**config.mk**
```make
export PLATFORM = sky130hd
export DESIGN_NAME = dmem_store_buffer
export DESIGN_NICKNAME = d
export VERILOG_FILES = /design/src/rtl/dmem_store_buffer.sv
export SDC_FILE = /design/constraint.sdc
export NUM_CORES = 1
export LEC_CHECK = 0
export CAP_MARGIN = 0
export CORE_MARGIN = 2
export CORE_UTILIZATION = 35
export CTS_BUF_LIST = sky130_fd_sc_hd__clkbuf_8
export DETAILED_ROUTE_END_ITERATION = 10
export GPL_TIMING_DRIVEN = 0
export PLACE_DENSITY = 0.71
export SKIP_CTS_REPAIR_TIMING = 1
export SYNTH_ARGS = -nofsm -noshare
export SYNTH_HDL_FRONTEND = slang
export SYNTH_SLANG_ARGS = --single-unit
export TNS_END_PERCENT = 20
```
**constraint.sdc**
```tcl
create_clock -name clk -period 4.5 [get_ports clk]
set_input_delay 1.35 -clock clk [delete_from_list [all_inputs] [get_ports clk]]
set_output_delay 1.35 -clock clk [all_outputs]
set_load 0.05 [all_outputs]
```
**src/rtl/dmem_store_buffer.sv**
```systemverilog
// Data-memory store buffer: posted stores drain in the background,
// loads take bus priority, read-after-write hits drain first.
module dmem_store_buffer #(
    parameter int DEPTH = 4,
    parameter int AW    = 32
) (
    input  logic          clk,
    input  logic          reset,
    input  logic          write,
    input  logic [AW-1:0] write_address,
    input  logic [31:0]   DATA_out,
    input  logic [1:0]    size,
    input  logic          read,
    input  logic [AW-1:0] read_address,
    output logic [31:0]   DATA_in,
    output logic          stall,
    output logic          misalign,
    output logic          empty,
    output logic          mem_req,
    output logic          mem_we,
    output logic [AW-1:0] mem_addr,
    output logic [3:0]    mem_be,
    output logic [31:0]   mem_wdata,
    input  logic          mem_gnt,
    input  logic          mem_rvalid,
    input  logic [31:0]   mem_rdata
);

    localparam int PW = $clog2(DEPTH);

    typedef enum logic [1:0] {IDLE, RAW_DRAIN, RD_WAIT} state_e;

    logic [AW-3:0] waddr_q [DEPTH];
    logic [3:0]    be_q    [DEPTH];
    logic [31:0]   wdata_q [DEPTH];
    logic [PW:0]   wr_q, rd_q, count;
    logic [31:0]   rdata_q;
    state_e        state_q, state_d;

    logic        mis, hit, load_go, drain, pop, push;
    logic [3:0]  enq_be;
    logic [31:0] enq_data;
    logic [PW-1:0] off;

    assign count = wr_q - rd_q;

    // Lane alignment, byte enables and misalignment of the incoming store
    always_comb begin
        enq_be   = 4'b1111;
        enq_data = DATA_out;
        mis      = 1'b0;
        if (size == 2'b00) begin
            enq_be   = 4'b0001 << write_address[1:0];
            enq_data = {4{DATA_out[7:0]}};
        end else if (size == 2'b01) begin
            enq_be   = write_address[1] ? 4'b1100 : 4'b0011;
            enq_data = {2{DATA_out[15:0]}};
            mis      = write_address[0];
        end else begin
            mis      = (write_address[1:0] != 2'b00);
        end
    end

    // Word-address match of the load against every live entry
    always_comb begin
        hit = 1'b0;
        off = '0;
        for (int i = 0; i < DEPTH; i++) begin
            off = PW'(i) - rd_q[PW-1:0];
            if (({1'b0, off} < count) &&
                (waddr_q[i] == read_address[AW-1:2]))
                hit = 1'b1;
        end
    end

    // Bus arbitration, next state, stall and core-facing outputs
    always_comb begin
        load_go  = (state_q == IDLE) && read && !write && !hit;
        drain    = (count != '0) && !load_go;
        pop      = drain && mem_gnt;
        push     = write && !mis &&
                   ((count < (PW+1)'(DEPTH)) || pop);
        state_d  = state_q;
        stall    = write && !mis && !push;
        DATA_in  = rdata_q;
        misalign = write && mis;
        empty    = (count == '0) && (state_q == IDLE);
        mem_req  = 1'b0;
        mem_we   = 1'b0;
        mem_addr = '0;
        mem_be   = 4'b0000;
        mem_wdata = '0;
        if (load_go) begin
            mem_req  = 1'b1;
            mem_addr = {read_address[AW-1:2], 2'b00};
            mem_be   = 4'b1111;
        end else if (drain) begin
            mem_req   = 1'b1;
            mem_we    = 1'b1;
            mem_addr  = {waddr_q[rd_q[PW-1:0]], 2'b00};
            mem_be    = be_q[rd_q[PW-1:0]];
            mem_wdata = wdata_q[rd_q[PW-1:0]];
        end
        unique case (state_q)
            IDLE: begin
                if (read) begin
                    stall = 1'b1;
                    if (!write) begin
                        if (hit)
                            state_d = RAW_DRAIN;
                        else if (mem_gnt)
                            state_d = RD_WAIT;
                    end
                end
            end
            RAW_DRAIN: begin
                stall = 1'b1;
                if (!hit)
                    state_d = IDLE;
            end
            RD_WAIT: begin
                if (mem_rvalid) begin
                    DATA_in = mem_rdata;
                    state_d = IDLE;
                end else begin
                    stall = 1'b1;
                end
            end
            default: state_d = IDLE;
        endcase
        if (reset) begin
            state_d   = IDLE;
            pop       = 1'b0;
            push      = 1'b0;
            stall     = 1'b0;
            DATA_in   = '0;
            misalign  = 1'b0;
            empty     = 1'b1;
            mem_req   = 1'b0;
            mem_we    = 1'b0;
            mem_addr  = '0;
            mem_be    = 4'b0000;
            mem_wdata = '0;
        end
    end

    // Pointers, FSM state and held load data
    always_ff @(posedge clk) begin
        if (reset) begin
            wr_q    <= '0;
            rd_q    <= '0;
            state_q <= IDLE;
            rdata_q <= '0;
        end else begin
            if (push)
                wr_q <= wr_q + 1'b1;
            if (pop)
                rd_q <= rd_q + 1'b1;
            state_q <= state_d;
            if (state_q == RD_WAIT && mem_rvalid)
                rdata_q <= mem_rdata;
        end
    end

    // Entry storage, written at the tail on acceptance
    always_ff @(posedge clk) begin
        if (push) begin
            waddr_q[wr_q[PW-1:0]] <= write_address[AW-1:2];
            be_q[wr_q[PW-1:0]]    <= enq_be;
            wdata_q[wr_q[PW-1:0]] <= enq_data;
        end
    end

endmodule

```
==> results of run 1 <==
-- worst min-delay path: stages (launching register included) --
cell     delay [ns]
dfxtp_1        0.30
nand2_1        0.06
a21oi_1        0.06
-- metal layers --
layer  global-route usage  part of all wire  vias to the layer above
met5                    0                 0                        -
met1                0.237              0.40                     4706
met3               0.0505             0.084                       75
met4               0.0573             0.023                        0
li1                     -                 -                     4159
met2                0.312              0.49                      382
-- synthesized netlist by cell type (all sizes together) --
| cell | instances |
|---|---|
| and2 | 4 |
| nand4 | 28 |
| conb | 1 |
| nor3b | 2 |
| and4 | 1 |
| and3 | 33 |
| nor2 | 17 |
| inv | 10 |
| o21a | 1 |
| o21bai | 2 |
| nor4 | 9 |
| nand2 | 78 |
| mux2 | 19 |
| a21o | 8 |
| buf | 51 |
| mux2i | 11 |
| a31o | 1 |
| and3b | 1 |
| nand3b | 2 |
| nand2b | 3 |
| edfxtp | 264 |
| nand3 | 5 |
| a32o | 29 |
| fa | 1 |
| ha | 12 |
| and4b | 1 |
| clkbuf | 33 |
| nor2b | 6 |
| or3b | 1 |
| o21ai | 11 |
| dfxtp | 42 |
| o32ai | 1 |
| a21oi | 67 |
| mux4 | 66 |
| xnor2 | 124 |
-- final timing paths --
path                     from            to  slack (ns)  depth (start not counted)
min reg2reg       rdata_q[12]   rdata_q[12]        0.47                          2
min               rdata_q[12]   rdata_q[12]        0.47                          2
max reg2reg           wr_q[0]    be_q[1][0]        1.17                         11
max          read_address[27]  mem_addr[29]       -0.51                         12
-- logic make-up (layout without fill, tap and decap cells) --
| kind of cell | count (synthesis) | after routing |
|---|---|---|
| buffers and inverters | 94 | 410 |
| XOR/XNOR | 124 | 124 |
| AO/OA/AOI/OAI | 120 | 120 |
| AND/OR/NAND/NOR | 191 | 191 |
| other | 1 | 3 |
| adder cells (fa/ha/maj) | 13 | 13 |
| multiplexers | 96 | 96 |
| flip-flops | 306 | 306 |
-- power groups by stage --
stage	Combinational, W	Sequential [W]	Clock [W]
global placement	0.00300	0.00324	0
finish	0.00335	0.00319	0.00237
global route	0.00353	0.00319	0.00253
detailed placement	0.00301	0.00324	0
CTS	0.00303	0.00318	0.00241
floorplan	0.00200	0.00323	0
-- registers in the layout (all words and copies together), names as in the netlist, named ones only --
name and cells:
wdata_q 128, rdata_q 32, wr_q 3, waddr_q 120
rd_q 3, state_q 2, be_q 16
-- final cells by class --
cell class,instances,area share
Tap cell,525,0.0356
Clock inverter,35,0.00943
Sequential cell,306,0.476
Clock buffer,59,0.0440
Multi-Input combinational cell,546,0.276
Buffer,84,0.0327
Inverter,10,0.00244
Timing Repair Buffer,222,0.123
Antenna cell,1,0.000136
-- through the flow --
step           power (W)  hold slack (ns)  setup TNS (ns)  utilization  setup WS (ns)
3_5_place_dp     0.00625            0.456         -152.93        0.428          -1.49
6_report         0.00890            0.466          -30.52        0.463         -0.505
2_1_floorplan    0.00523            0.444          -0.188            -        -0.0970
5_1_grt          0.00924            0.483          -37.73        0.463         -0.608
4_1_cts          0.00862            0.466         -139.31        0.453          -1.90
3_3_place_gp     0.00624            0.452         -736.06        0.425          -2.42
==> summary.md, run 1 <==
| Metric | Value |
|---|---|
| Synthesis warning total | `0` |
| Syn_area_per_cell | `15.0 um^2` |
| Final worst slack | `-0.505 ns` |
| Outcome | `finished, violations left` |
| Clock sinks | `306` |
| Failing checks | `setup timing` |
| Sequential share of power | `0.358` |
| Crit. End Element | `output port` |
| CTS Root Buffer Type | `clkbuf_8` |
| Crit share post-route | `1.11` |
| Dpl cells | `1,681` |
| Mapped Area | `0.0142 mm^2` |
| Adder-cell share of the synthesized area | `0.0120` |
| Synth Area in Compound Gates | `0.0550` |
| Slew headroom | `0.343` |
| Most frequent cells in the layout | `264 x edfxtp_1, 119 x xnor2_1, 103 x clkdlybuf4s50_1` |
| Iter 0 DRT Violations | `615` |
| Synth area leader | `edfxtp_1` |
| Row cnt | `73` |
| Dpl hpwl | `28.3 mm` |
| Top cells by area, synth | `edfxtp_1 56%, mux4_2 10%, xnor2_1 7.5%` |
| Crit-path slowest cell | `nor4_1` |
| Top cell type's share of synthesized area | `0.559` |
| Seq cells post-synth | `306` |
| Critical Path AT | `3.66 ns` |
| Die span in y | `205 um` |
| RePlAce Congestion | `0.838` |
| Static leakage | `6.38 nW` |
| Mapped Cells | `945` |
| Crit path largest cell delay | `0.40 ns` |
| I/O pin cnt | `241` |
| Share of layout cells above drive strength 1 | `0.311` |
| Multiplexer area fraction after synthesis | `0.128` |
| Fin crit period | `5.01 ns` |
| Final WL | `40.1 mm` |
| Die X | `205 um` |
| Clock share of power | `0.266` |
| Core box area | `0.0398 mm^2` |
| Seq/Total Area, Yosys | `0.618` |
| Slew Limit Fails | `0` |
| Comb power frac | `0.376` |
| WS Path Type | `in -> out` |
| Switching Fraction | `0.348` |
| Multi-input logic area | `0.00509 mm^2` |
| I/O Buffers | `206` |
| Gr ovfl total | `0` |
| Crit-path most repeated cell | `buf_12` |
| WP buf/inv | `4` |
| Fin area | `0.0184 mm^2` |
| Internal power | `0.00581 W` |
| Fmax | `200 MHz` |
| First-pass GRT wire length | `58.0 mm` |
| Final setup viols | `69` |
| Antenna violations before repair | `1` |
| Clk_skew | `0.0327 ns` |
| Net Switching | `0.00309 W` |
| Area growth syn-to-layout | `30.0%` |
| Crit-path cells | `buf_2 -> xnor2_1 -> nand4_1 -> nor4_1 -> nand3_1 -> and4_4 -> nand3_4 -> nor2_4 -> buf_12 -> buf_12 -> a32o_2 -> buf_8` |
| Synth Area in XOR/XNOR | `0.0784` |
| Clock buffer depth | `3` |
| Avg Vias per Cell | `5.21` |
| Critical path startpoint category | `input port` |
| Area post-placement | `0.0170 mm^2` |
| # fillers | `3,571` |
| CTS Buf Count | `52` |
| Main combinational cell family by area after synthesis | `multiplexers` |
| Final-report hold violation count | `0` |
| DR WL/cell | `22.4 um` |
| Unrepaired setup endpoints after global routing | `yes` |
| Non-filler cells, final | `1,788` |
| Drc violations | `0` |
| Largest net degree at the start of global routing | `38` |
| Vias in the first global route | `9,612` |
| Total track usage | `0.187` |
| Maximum capacitance violations | `0` |
| Layout net count | `1,371` |
| CTS tree | `built` |
| Most common cell after layout, fill and taps aside | `edfxtp_1` |
| Post-Synth Simple-Gate Area | `0.0709` |
| Max H-tree Level | `2` |
| Later-pin clock latency in the skew report | `0.62 ns` |
| Die area | `0.0422 mm^2` |
| Crit path max-delay family | `simple AND/OR/NAND/NOR gates` |
| Via count | `9,322` |
| Peak VDD IR | `0.358 mV` |
| Synth unique cells | `47` |
| Pre-Repair DR Iteration Count | `5` |
| Hold Crit Class | `reg -> reg` |
| Initial core utilization | `0.356` |
| Sequential Area | `0.00877 mm^2` |
| Clock transition at the registers of the reported paths | `0.06 ns` |
| Power Dens Cells | `483 mW/mm^2` |
| ANT nets after route | `0` |
| Worst-Margin Slew | `0.985 ns` |
| Crit path required time | `3.15 ns` |
| CP max FO | `10` |
(Power assumes the default switching activity.)
==> run 2: changes to the inputs <==
Settings changed: ABC_CLOCK_PERIOD_IN_PS set to 4500, CTS_CLUSTER_SIZE set to 8.
==> run 2 against run 1 <==
Compared with the run above:
- register-to-register slack barely moved
- the run still ends with setup timing left
- routed wire length barely moved
- final cell count fell by 0.22%
- critical endpoint unchanged
- largest cell class unchanged
==> summary.md, run 2 (synthesis gave the netlist of run 1 again) <==
| Metric | Value |
|---|---|
| Setup tns final | `-30.04 ns (was -30.52 ns)` |
| Clock sinks | `306 (unchanged)` |
| Share of layout cells above drive strength 1 | `0.311 (about the same)` |
| Max FFs per register | `128 (unchanged)` |
| Crit share post-route | `1.11 (about the same)` |
| Unrepaired setup endpoints after global routing | `yes (unchanged)` |
| CTS Buf Count | `52 (unchanged)` |
| Area growth syn-to-layout | `29.7% (was 30.0%)` |
| Pre-Repair DR Iteration Count | `7 (was 5)` |
| Core box area | `0.0398 mm^2 (unchanged)` |
| Dpl hpwl | `28.3 mm (unchanged)` |
| Layout net count | `1,371 (unchanged)` |
| Area post-placement | `0.0170 mm^2 (unchanged)` |
| Vias in the first global route | `9,611 (was 9,612)` |
| Hold Crit Class | `reg -> reg (unchanged)` |
| Via count | `9,250 (was 9,322)` |
| Drc violations | `0 (unchanged)` |
| Later-pin clock latency in the skew report | `0.62 ns (about the same)` |
| Row cnt | `73 (unchanged)` |
| Non-filler cells, final | `1,784 (was 1,788)` |
| Fmax | `200 MHz (about the same)` |
| Iter 0 DRT Violations | `677 (was 615)` |
| Reg-to-reg setup timing slack | `1.16 ns (was 1.17 ns)` |
| Clock transition at the registers of the reported paths | `0.06 ns (about the same)` |
| Crit path required time | `3.15 ns (about the same)` |
| Largest net degree at the start of global routing | `38 (unchanged)` |
| I/O pin cnt | `241 (unchanged)` |
| Failing checks | `setup timing (unchanged)` |
| First-pass GRT wire length | `58.0 mm (about the same)` |
| Final WL | `40.1 mm (about the same)` |
| Final setup viols | `69 (unchanged)` |
| Die span in y | `205 um (unchanged)` |
| Slew headroom | `0.323 (was 0.343)` |
| Final worst slack | `-0.497 ns (was -0.505 ns)` |
| Worst r2r path cells | `11 (unchanged)` |
| Antenna violations before repair | `3 (was 1)` |
| Avg Vias per Cell | `5.18 (was 5.21)` |
| Most frequent cells in the layout | `264 x edfxtp_1, 119 x xnor2_1, 103 x clkdlybuf4s50_1 (unchanged)` |
| Maximum capacitance violations | `0 (unchanged)` |
| Outcome | `finished, violations left (unchanged)` |
| Final-report hold violation count | `0 (unchanged)` |
| Sequential Area | `0.00877 mm^2 (unchanged)` |
| I/O Buffers | `206 (unchanged)` |
| Dpl cells | `1,681 (unchanged)` |
| Clk_skew | `0.0302 ns (was 0.0327 ns)` |
| Multi-input logic area | `0.00509 mm^2 (unchanged)` |
| ANT nets after route | `0 (unchanged)` |
| Worst-Margin Slew | `1.02 ns (was 0.985 ns)` |
| CP max FO | `10 (unchanged)` |
| Total track usage | `0.187 (about the same)` |
| Gr ovfl total | `0 (unchanged)` |
| Crit. End Element | `output port (unchanged)` |
| # fillers | `3,572 (was 3,571)` |
| RR Startpoint | `wr_q[0] (unchanged)` |
| CTS Root Buffer Type | `clkbuf_8 (unchanged)` |
| Fin area | `0.0184 mm^2 (about the same)` |
| Power Dens Cells | `482 mW/mm^2 (was 483 mW/mm^2)` |
| Hold Path Stages | `2 (unchanged)` |
| Max H-tree Level | `2 (unchanged)` |
| Hold Crit Endpoint | `rdata_q[12] (unchanged)` |
| DR WL/cell | `22.5 um (was 22.4 um)` |
| Critical Path AT | `3.65 ns (was 3.66 ns)` |
| Die X | `205 um (unchanged)` |
| Die area | `0.0422 mm^2 (unchanged)` |
| Initial core utilization | `0.356 (unchanged)` |
| WS Path Type | `reg -> out (was in -> out)` |
| Clock buffer depth | `3 (unchanged)` |
| CTS tree | `built (unchanged)` |
| Critical path startpoint category | `flop (was input port)` |
| RePlAce Congestion | `0.838 (unchanged)` |
| Static leakage | `6.37 nW (was 6.38 nW)` |
| RR Endpoint | `be_q[3][1] (was be_q[1][0])` |
| HP Start | `rdata_q[12] (unchanged)` |
| Slew Limit Fails | `0 (unchanged)` |
| Peak VDD IR | `0.345 mV (was 0.358 mV)` |
| Pre-CTS WS | `-1.49 ns (unchanged)` |
| Most common cell after layout, fill and taps aside | `edfxtp_1 (unchanged)` |
| Fin crit period | `5.00 ns (was 5.01 ns)` |
==> run 2: changes by cell type in the layout (fill, tap and decap cells not counted), sizes merged <==
cell,previous run,this run
buf,140,142
clkbuf,121,119
clkinv,16,11
diode,1,2
==> run 2: per-stage QoR <==
stage | utilization | hold WS [ns] | total power, W
2_1_floorplan | - | 0.444 | 0.00523
3_3_place_gp | 0.425 | 0.452 | 0.00624
3_5_place_dp | 0.428 | 0.456 | 0.00625
4_1_cts | 0.452 | 0.466 | 0.00860
5_1_grt | 0.462 | 0.483 | 0.00921
6_report | 0.462 | 0.466 | 0.00887
==> run 2: how the worst max path moves through the flow <==
stage                startpoint           end  slack (ns)  cells past startpoint
2_1_floorplan   read_address[7]       mem_req        -0.1                     10
3_3_place_gp            size[1]    be_q[3][0]       -2.42                      7
3_5_place_dp   read_address[30]  mem_addr[29]       -1.49                     10
4_1_cts                 wr_q[0]  mem_addr[29]       -1.90                     14
5_1_grt                 wr_q[0]   mem_addr[4]       -0.61                     16
6_report                wr_q[0]  mem_addr[29]       -0.50                     16
==> run 2: cell type report <==
type	instances	share of cell area
plain buffers	84	0.0323
diodes	2	0.000272
flip-flops and latches	306	0.477
well taps	525	0.0357
inverters	10	0.00245
repair buffers	222	0.123
multi-input cells	546	0.277
clock buffers	59	0.0441
clock inverters	30	0.00829
==> run 2: where the power goes <==
| group | total [W] | switching [W] | internal (W) |
|---|---|---|---|
| Sequential | 0.00319 | 0.0000334 | 0.00315 |
| Clock | 0.00235 | 0.00111 | 0.00124 |
| Combinational | 0.00333 | 0.00194 | 0.00140 |
| Total | 0.00887 | 0.00308 | 0.00579 |
==> run 2: critical path: stages (launching register included) <==
cell and delay [ns]:
dfxtp_4 0.36, inv_4 0.06, ha_4 0.15, inv_4 0.04, fa_2 0.55, inv_4 0.06, ha_1 0.29, nor2_2 0.13
o21ai_2 0.08, nand3_1 0.09, and4_4 0.28, nand3_4 0.13, nor2_4 0.16, buf_12 0.14, buf_12 0.14, a32o_2 0.19
buf_8 0.16
==> run 2: layer usage <==
layer | GRT usage | routed length (um)
met1 | 0.239 | 16100
met2 | 0.312 | 19800
met3 | 0.0504 | 3300
met4 | 0.0583 | 898
met5 | 0 | 13
==> run 3: changes to the inputs <==
Settings changed: ABC_CLOCK_PERIOD_IN_PS 4500 to 4470.
Clock period 4.5 ns to 4.47 ns, I/O delays scaled along.
==> run 3 against run 2 <==
Compared with the run above:
- sequential share of layout area hardly changed
- total power is 0.65% higher
- via count is essentially flat
- count of clock-buffer cells in the layout did not move
- combinational power about the same
- largest power group unchanged
- the flow still finishes with violations (setup timing)
- highest routed layer unchanged
- largest cell class unchanged
==> summary.md, run 3 (synthesis gave the netlist of run 1 again) <==
| Metric | Value |
|---|---|
| Outcome | `finished, violations left (unchanged)` |
| Failing checks | `setup timing (unchanged)` |
| Worst-Margin Slew | `1.02 ns (about the same)` |
| Row cnt | `73 (unchanged)` |
| Area growth syn-to-layout | `29.8% (was 29.7%)` |
| Area post-placement | `0.0170 mm^2 (unchanged)` |
| Layout net count | `1,371 (unchanged)` |
| Most common cell after layout, fill and taps aside | `edfxtp_1 (unchanged)` |
| Crit. Startpoint | `wr_q[0] (unchanged)` |
| Post-layout util | `0.462 (about the same)` |
| Crit. End Element | `output port (unchanged)` |
| Critical Path AT | `3.65 ns (about the same)` |
| Core box area | `0.0398 mm^2 (unchanged)` |
| Clock sinks | `306 (unchanged)` |
| Gr ovfl total | `0 (unchanged)` |
| Net Switching | `0.00310 W (was 0.00308 W)` |
| First-pass GRT wire length | `58.0 mm (unchanged)` |
| Clk_skew | `0.0303 ns (was 0.0302 ns)` |
| Max H-tree Level | `2 (unchanged)` |
| Fmax | `201 MHz` |
| Clock share of power | `0.265 (about the same)` |
| Comb power frac | `0.376 (about the same)` |
| Final-report hold violation count | `0 (unchanged)` |
| Die X | `205 um (unchanged)` |
| Slew Limit Fails | `0 (unchanged)` |
| Clock transition at the registers of the reported paths | `0.06 ns (about the same)` |
| Slew headroom | `0.323 (about the same)` |
| Tot Pwr | `0.00893 W (was 0.00887 W)` |
| Die area | `0.0422 mm^2 (unchanged)` |
| Share of layout cells above drive strength 1 | `0.311 (unchanged)` |
| Drc violations | `0 (unchanged)` |
| Initial core utilization | `0.356 (unchanged)` |
| CTS tree | `built (unchanged)` |
| Final WL | `40.0 mm (was 40.1 mm)` |
| Fin area | `0.0184 mm^2 (about the same)` |
| Final worst slack | `-0.517 ns (was -0.497 ns)` |
| CP max FO | `10 (unchanged)` |
| Pre-CTS WS | `-1.50 ns (was -1.49 ns)` |
| Crit path required time | `3.13 ns (was 3.15 ns)` |
| Antenna violations before repair | `3 (unchanged)` |
| Maximum capacitance violations | `0 (unchanged)` |
| Internal power | `0.00583 W (was 0.00579 W)` |
| I/O Buffers | `206 (unchanged)` |
| Fin crit period | `4.99 ns` |
| Largest net degree at the start of global routing | `38 (unchanged)` |
| Unrepaired setup endpoints after global routing | `yes (unchanged)` |
| Vias in the first global route | `9,611 (unchanged)` |
| CTS Buf Count | `52 (unchanged)` |
| Pre-Repair DR Iteration Count | `5 (was 7)` |
| CTS Root Buffer Type | `clkbuf_8 (unchanged)` |
| WS Path Type | `reg -> out (unchanged)` |
| Crit share post-route | `1.12` |
| I/O pin cnt | `241 (unchanged)` |
| Hold Crit Class | `reg -> reg (unchanged)` |
| Critical path startpoint category | `flop (unchanged)` |
| ANT nets after route | `0 (unchanged)` |
| DR WL/cell | `22.4 um (was 22.5 um)` |
| Most frequent cells in the layout | `264 x edfxtp_1, 119 x xnor2_1, 103 x clkdlybuf4s50_1 (unchanged)` |
| Max FFs per register | `128 (unchanged)` |
| HP Start | `rdata_q[12] (unchanged)` |
| Total track usage | `0.187 (unchanged)` |
| Iter 0 DRT Violations | `676 (was 677)` |
| Final setup viols | `70 (was 69)` |
| Dpl hpwl | `28.3 mm (unchanged)` |
| Switching Fraction | `0.347 (about the same)` |
| Clock buffer depth | `3 (unchanged)` |
| Power Dens Cells | `485 mW/mm^2 (was 482 mW/mm^2)` |
| Sequential share of power | `0.359 (about the same)` |
| RePlAce Congestion | `0.838 (unchanged)` |
| Avg Vias per Cell | `5.19 (was 5.18)` |
| Peak VDD IR | `0.347 mV (was 0.345 mV)` |
| RR Startpoint | `wr_q[0] (unchanged)` |
| Setup tns final | `-31.14 ns (was -30.04 ns)` |
| Static leakage | `6.37 nW (about the same)` |
| Die span in y | `205 um (unchanged)` |
| Via count | `9,259 (was 9,250)` |
| Later-pin clock latency in the skew report | `0.62 ns (about the same)` |
run 3: cell count changes in the layout (fill, tap and decap cells not counted), sizes merged:
| cell | delta |
|---|---|
| clkbuf | +2 |
| buf | -2 |
run 3: path summary, 6_finish.rpt:
kind                       end  slack [ns]  cells after the start
hold / removal     rdata_q[12]        0.47                      2
hold reg to reg    rdata_q[12]        0.47                      2
setup reg to reg    be_q[3][1]        1.13                     11
setup / recovery  mem_addr[29]       -0.52                     16
run 3: power by group through the flow:
stage	sequential [W]	clock [W]	combinational [W]
final	0.00321	0.00236	0.00336
after global routing	0.00321	0.00252	0.00354
after CTS	0.00320	0.00241	0.00305
after detailed placement	0.00326	0	0.00303
after global placement	0.00326	0	0.00302
after floorplan	0.00325	0	0.00201
run 3: worst max-delay path, stage by stage, from the launching register on:
cell     delay, ns
dfxtp_4       0.36
inv_4         0.06
ha_4          0.15
inv_4         0.04
fa_2          0.55
inv_4         0.06
ha_1          0.29
nor2_2        0.13
o21ai_2       0.08
nand3_1       0.09
and4_4        0.28
nand3_4       0.13
nor2_4        0.16
buf_12        0.14
buf_12        0.14
a32o_2        0.19
buf_8         0.16
run 3: routing by layer:
metal  share of wire  GRT usage  vias to the layer above
li1                -          -                     4148
met1            0.40      0.239                     4661
met2            0.49      0.312                      383
met3           0.083     0.0504                       65
met4           0.022     0.0583                        2
met5         0.00032          0                        -
run 3: final cells by class:
| cell class | instances | area [um^2] |
|---|---|---|
| Sequential cell | 306 | 8770 |
| Clock inverter | 30 | 153 |
| Tap cell | 525 | 657 |
| Timing Repair Buffer | 222 | 2270 |
| Inverter | 10 | 45.0 |
| Antenna cell | 2 | 5.00 |
| Fill cell | 3571 | 21400 |
| Clock buffer | 59 | 812 |
| Multi-Input combinational cell | 546 | 5090 |
| Buffer | 84 | 597 |
run 3: through the flow:
stage / hold WS [ns] / std cells
after floorplan: 0.444 / 946
after global placement: 0.452 / 1677
after detailed placement: 0.456 / 1681
after CTS: 0.466 / 1770
after global routing: 0.483 / 1784
final: 0.466 / 1784
==> variant 1 (flow settings as in run 1) <==
Make the reset (`reset`) asynchronous in one clocked block.
--- a/src/rtl/dmem_store_buffer.sv
+++ b/src/rtl/dmem_store_buffer.sv
@@ -146,5 +146,5 @@
 
     // Pointers, FSM state and held load data
-    always_ff @(posedge clk) begin
+    always_ff @(posedge clk or posedge reset) begin
         if (reset) begin
             wr_q    <= '0;
Formal check against the unedited RTL: same outputs for any inputs over 4 cycles, from zero or initial values and one cycle with reset high; that may be too few to reach the edited logic, so the function may still have changed.
==> variant 1 against run 1 <==
The run still ends with setup timing left; count of clock-buffer cells in the layout decreased by 6; via count decreased by 5.8%; sequential cell count decreased by 2; hold slack improved by 0.023 ns; final area increased by 3.1%; routed wire length decreased by 2.8%; worst setup slack got worse by 0.18 ns; area after synthesis decreased by 0.30%; die area decreased by 0.29%; total power increased by 21%; largest power group unchanged.
==> variant 1: results (changes against run 1) <==
final clock skew -> 0.0250 ns (was 0.0327 ns)
Finished Layout Cells -> 1729 (was 1788)
Root Driver -> clkbuf_8 (unchanged)
# nets final -> 1306 (was 1371)
global-route wire length before repair -> 55.6 mm (was 58.0 mm)
GPL Wtd Cong -> 0.840 (was 0.838)
CP arrival -> 3.83 ns (was 3.66 ns)
Clock H-tree levels -> 2 (unchanged)
Worst Tran Pin Value -> 1.14 ns (was 0.985 ns)
clock latency on the worst-skew pair -> 0.59 ns (was 0.62 ns)
yosys warns -> 0 (unchanged)
violation count after the first detailed-routing iteration -> 813 (was 615)
dpl hpwl -> 27.4 mm (was 28.3 mm)
CP max stage delay -> 0.50 ns (was 0.40 ns)
Async S/R FF share, synth -> 13.2% (was 0%)
CTS Buffer Depth -> 3 (unchanged)
EDFF count, synth -> 264 (unchanged)
Worst VDD drop -> 0.289 mV (was 0.358 mV)
Worst path top cell family by delay -> buffers and inverters (was simple AND/OR/NAND/NOR gates)
worst min-delay path class -> flip-flop to flip-flop (unchanged)
Reg clk slew, reported paths -> 0.06 ns (about the same)
routed len/inst -> 22.5 µm (was 22.4 µm)
# setup viols final -> 92 (was 69)
overall global routing resource usage -> 17.9% (was 18.7%)
failing checks -> setup timing (unchanged)
initial antenna violation count -> 8 (was 1)
Vias per Instance -> 5.08 (was 5.21)
ratio of cells with drive above 1 in the final layout -> 33.2% (was 31.1%)
drt pass-1 iters -> 5 (unchanged)
cts bufs inserted -> 51 (was 52)
Area contributors post-synth -> edfxtp_1, mux4_2, xnor2_1 (unchanged)
CP Max Fanout -> 6 (was 10)
CP max stage cell -> fa_1 (was nor4_1)
pin count of the biggest net entering global routing -> 50 (was 38)
setup TNS -> -47.83 ns (was -30.52 ns)
Cells after DPL -> 1609 (was 1681)
Leak Pwr -> 0.00681 µW (was 0.00638 µW)
post-route setup slack -> -0.681 ns (was -0.505 ns)
max reg flops -> 128 (unchanged)
PortBufs -> 204 (was 206)
outcome -> finished with violations (unchanged)
number of global-route vias before repair -> 8834 (was 9612)
register area share after synthesis -> 63.1% (was 61.8%)
Gate Count Post-Synth -> 869 (was 945)
distinct cell type count after synthesis -> 48 (was 47)
Synth top cells by count -> edfxtp_1, xnor2_1, mux4_2 (was edfxtp_1, xnor2_1, nand2_1)
==> variant 1: final cells by class <==
cell class,instances,area [µm²]
sequential,304,8930
buffer,71,490
fill,3425,20800
clock buffer,53,729
timing repair buffer,234,2660
multi-input combinational,485,5240
clock inverter,42,253
antenna,5,12.5
inverter,10,43.8
tap,525,657
==> variant 1: path summary, 6_finish.rpt <==
path,start,cells past startpoint,endpoint,slack (ns)
max,rd_q[1]$_DFFE_PP0P_,15,mem_addr[19],-0.68
min,rdata_q[31]$_DFFE_PP0P_,1,rdata_q[31]$_DFFE_PP0P_,0.49
max reg2reg,rd_q[1]$_DFFE_PP0P_,15,wdata_q[0][12]$_DFFE_PP_,0.51
min reg2reg,rdata_q[31]$_DFFE_PP0P_,1,rdata_q[31]$_DFFE_PP0P_,0.49
max in group asynchronous,reset,3,rd_q[1]$_DFFE_PP0P_,2.92
min in group asynchronous,reset,3,rdata_q[29]$_DFFE_PP0P_,1.27
==> variant 1: metal layers <==
metal | up-vias | track usage [%] | routed length (µm)
li1 | 3901 | - | -
met1 | 4459 | 23.7 | 16300
met2 | 359 | 28.9 | 18700
met3 | 53 | 5.20 | 3260
met4 | 8 | 4.73 | 644
met5 | - | 0 | 57
==> variant 1: where the power goes <==
part / switching, µW / internal [µW] / leakage, µW
logic: 2800 / 2160 / 0.00336
clock network: 1100 / 1260 / 0.000583
registers: 108 / 3330 / 0.00286
total: 4010 / 6750 / 0.00681
==> variant 1: cell families (layout without fill, tap and decap cells) <==
group / after synthesis / after routing / synth area share [%]
AND/OR/NAND/NOR: 148 / 148 / 6.12
other: 1 / 7 / 0.0265
adder cells (fa/ha/maj): 13 / 13 / 1.20
multiplexers: 123 / 123 / 15.0
buffers and inverters: 81 / 410 / 2.71
flip-flops: 304 / 304 / 63.1
XOR/XNOR: 126 / 126 / 7.96
AO/OA/AOI/OAI: 73 / 73 / 3.88
==> variant 1: stage by stage <==
stage,setup slack [ns],instance area [µm²]
after global routing,-0.787,19000
after detailed placement,-2.73,17100
after global placement,-3.42,16900
final,-0.681,19000
after CTS,-3.37,18100
after floorplan,-0.599,14200
==> variant 2 (config.mk and constraints of run 1) <==
Without the edit above. The parameter `AW` goes from 32 to 16.
--- a/src/rtl/dmem_store_buffer.sv
+++ b/src/rtl/dmem_store_buffer.sv
@@ -3,5 +3,5 @@
 module dmem_store_buffer #(
     parameter int DEPTH = 4,
-    parameter int AW    = 32
+    parameter int AW    = 16
 ) (
     input  logic          clk,
Interface: changed (resized mem_addr, read_address and write_address); port bits go from 241 to 193. The function was not compared with the original's and may differ.
==> variant 2 against run 1 <==
Final area is 23% lower; worst setup slack better by 0.021 ns; routed wire length is 32% lower; the flow still finishes with violations (setup timing); critical endpoint is now mem_wdata[18]; final cell count is 21% lower; die area is 23% lower; total power is 20% lower; area after synthesis is 23% lower; synthesized cell count is 19% lower; sequential cell count is 64 lower.
==> variant 2: results (changes against run 1) <==
# nets final -> 1111 (was 1371)
# setup viols final -> 54 (was 69)
overall global routing resource usage -> 16.3% (was 18.7%)
ratio of cells with drive above 1 in the final layout -> 31.3% (was 31.1%)
failing checks -> setup timing (unchanged)
multi-input combinational area share -> 28.3% (was 27.6%)
final clock skew -> 0.0342 ns (was 0.0327 ns)
register area -> 6850 µm² (was 8770 µm²)
pin count of the biggest net entering global routing -> 52 (was 38)
Critical Setup Path Class -> flip-flop to primary output (was input pin to primary output)
CP max stage delay -> 0.51 ns (was 0.40 ns)
CP arrival -> 3.63 ns (was 3.66 ns)
multi-input logic cell count -> 443 (was 546)
CP max stage cell -> fa_1 (was nor4_1)
DP Worst Slack -> -1.19 ns (was -1.49 ns)
Hold Crit Start -> rdata_q[27]$_SDFFE_PP0P_ (was rdata_q[12]$_SDFFE_PP0P_)
PortBufs -> 173 (was 206)
number of global-route vias before repair -> 7337 (was 9612)
Worst Tran Pin Value -> 0.904 ns (was 0.985 ns)
Worst VDD drop -> 0.335 mV (was 0.358 mV)
Leak Pwr -> 0.00498 µW (was 0.00638 µW)
Clock Buffer Count -> 42 (was 59)
Root Driver -> clkbuf_8 (unchanged)
routed len/inst -> 19.3 µm (was 22.4 µm)
Filler cells -> 2745 (was 3571)
dpl hpwl -> 18.6 mm (was 28.3 mm)
outcome -> finished with violations (unchanged)
Seq cells -> 242 (was 306)
CTS Buffer Depth -> 3 (unchanged)
register area share after synthesis -> 62.8% (was 61.8%)
CP Launch Point -> wr_q[0]$_SDFFE_PP0P_ (was read_address[27])
Vias per Instance -> 4.95 (was 5.21)
Area contributors post-synth -> edfxtp_1, mux4_2, dfxtp_1 (was edfxtp_1, mux4_2, xnor2_1)
post-route setup slack -> -0.484 ns (was -0.505 ns)
Synth top cells by count -> edfxtp_1, nand2_1, a21oi_1 (was edfxtp_1, xnor2_1, nand2_1)
global-route wire length before repair -> 41.4 mm (was 58.0 mm)
violation count after the first detailed-routing iteration -> 488 (was 615)
setup TNS -> -22.18 ns (was -30.52 ns)
Worst path top cell family by delay -> adder cells (was simple AND/OR/NAND/NOR gates)
Psw -> 2480 µW (was 3090 µW)
EDFF count, synth -> 200 (was 264)
Inverters -> 22 (was 10)
variant 2: cell families after synthesis:
group / count (synthesis) / synth area share, %
AO/OA/AOI/OAI: 109 / 5.88
adder cells (fa/ha/maj): 13 / 1.56
multiplexers: 77 / 13.0
flip-flops: 242 / 62.8
other: 1 / 0.0344
XOR/XNOR: 60 / 5.06
buffers and inverters: 77 / 3.29
AND/OR/NAND/NOR: 182 / 8.41
variant 2: per-stage QoR:
step	cells	utilization (%)	instance area [µm²]	total power, µW
2_1_floorplan	762	-	11000	4310
3_3_place_gp	1331	43.2	13200	5040
3_5_place_dp	1331	43.2	13300	5060
4_1_cts	1403	45.7	14000	6930
5_1_grt	1419	46.4	14200	7430
6_report	1419	46.4	14200	7110
variant 2: metal layers:
layer  share of wire [%]  vias up  global-route usage [%]
li1                    -     3274                       -
met1                  43     3427                    20.8
met2                  48      274                    27.6
met3                 7.2       51                    4.18
met4                 2.0        0                    4.68
met5                   0        -                       0
variant 2: worst paths after layout:
kind                              endpoint  slack [ns]  cells past startpoint
hold reg to reg   rdata_q[27]$_SDFFE_PP0P_        0.46                      2
setup reg to reg      be_q[0][2]$_DFFE_PP_        1.45                      9
hold / removal    rdata_q[27]$_SDFFE_PP0P_        0.46                      2
setup / recovery             mem_wdata[18]       -0.48                     15
variant 2: power groups by stage:
stage	Sequential, µW	Clock (µW)	Combinational (µW)
after floorplan	2560	0	1760
after global placement	2560	0	2480
after detailed placement	2560	0	2500
after CTS	2520	1910	2510
after global routing	2520	2000	2900
final	2520	1860	2730
variant 2: tightest hold or removal path: stages (launching register included):
cell	delay, ns
dfxtp_1	0.29
nand2_1	0.06
a21oi_1	0.06
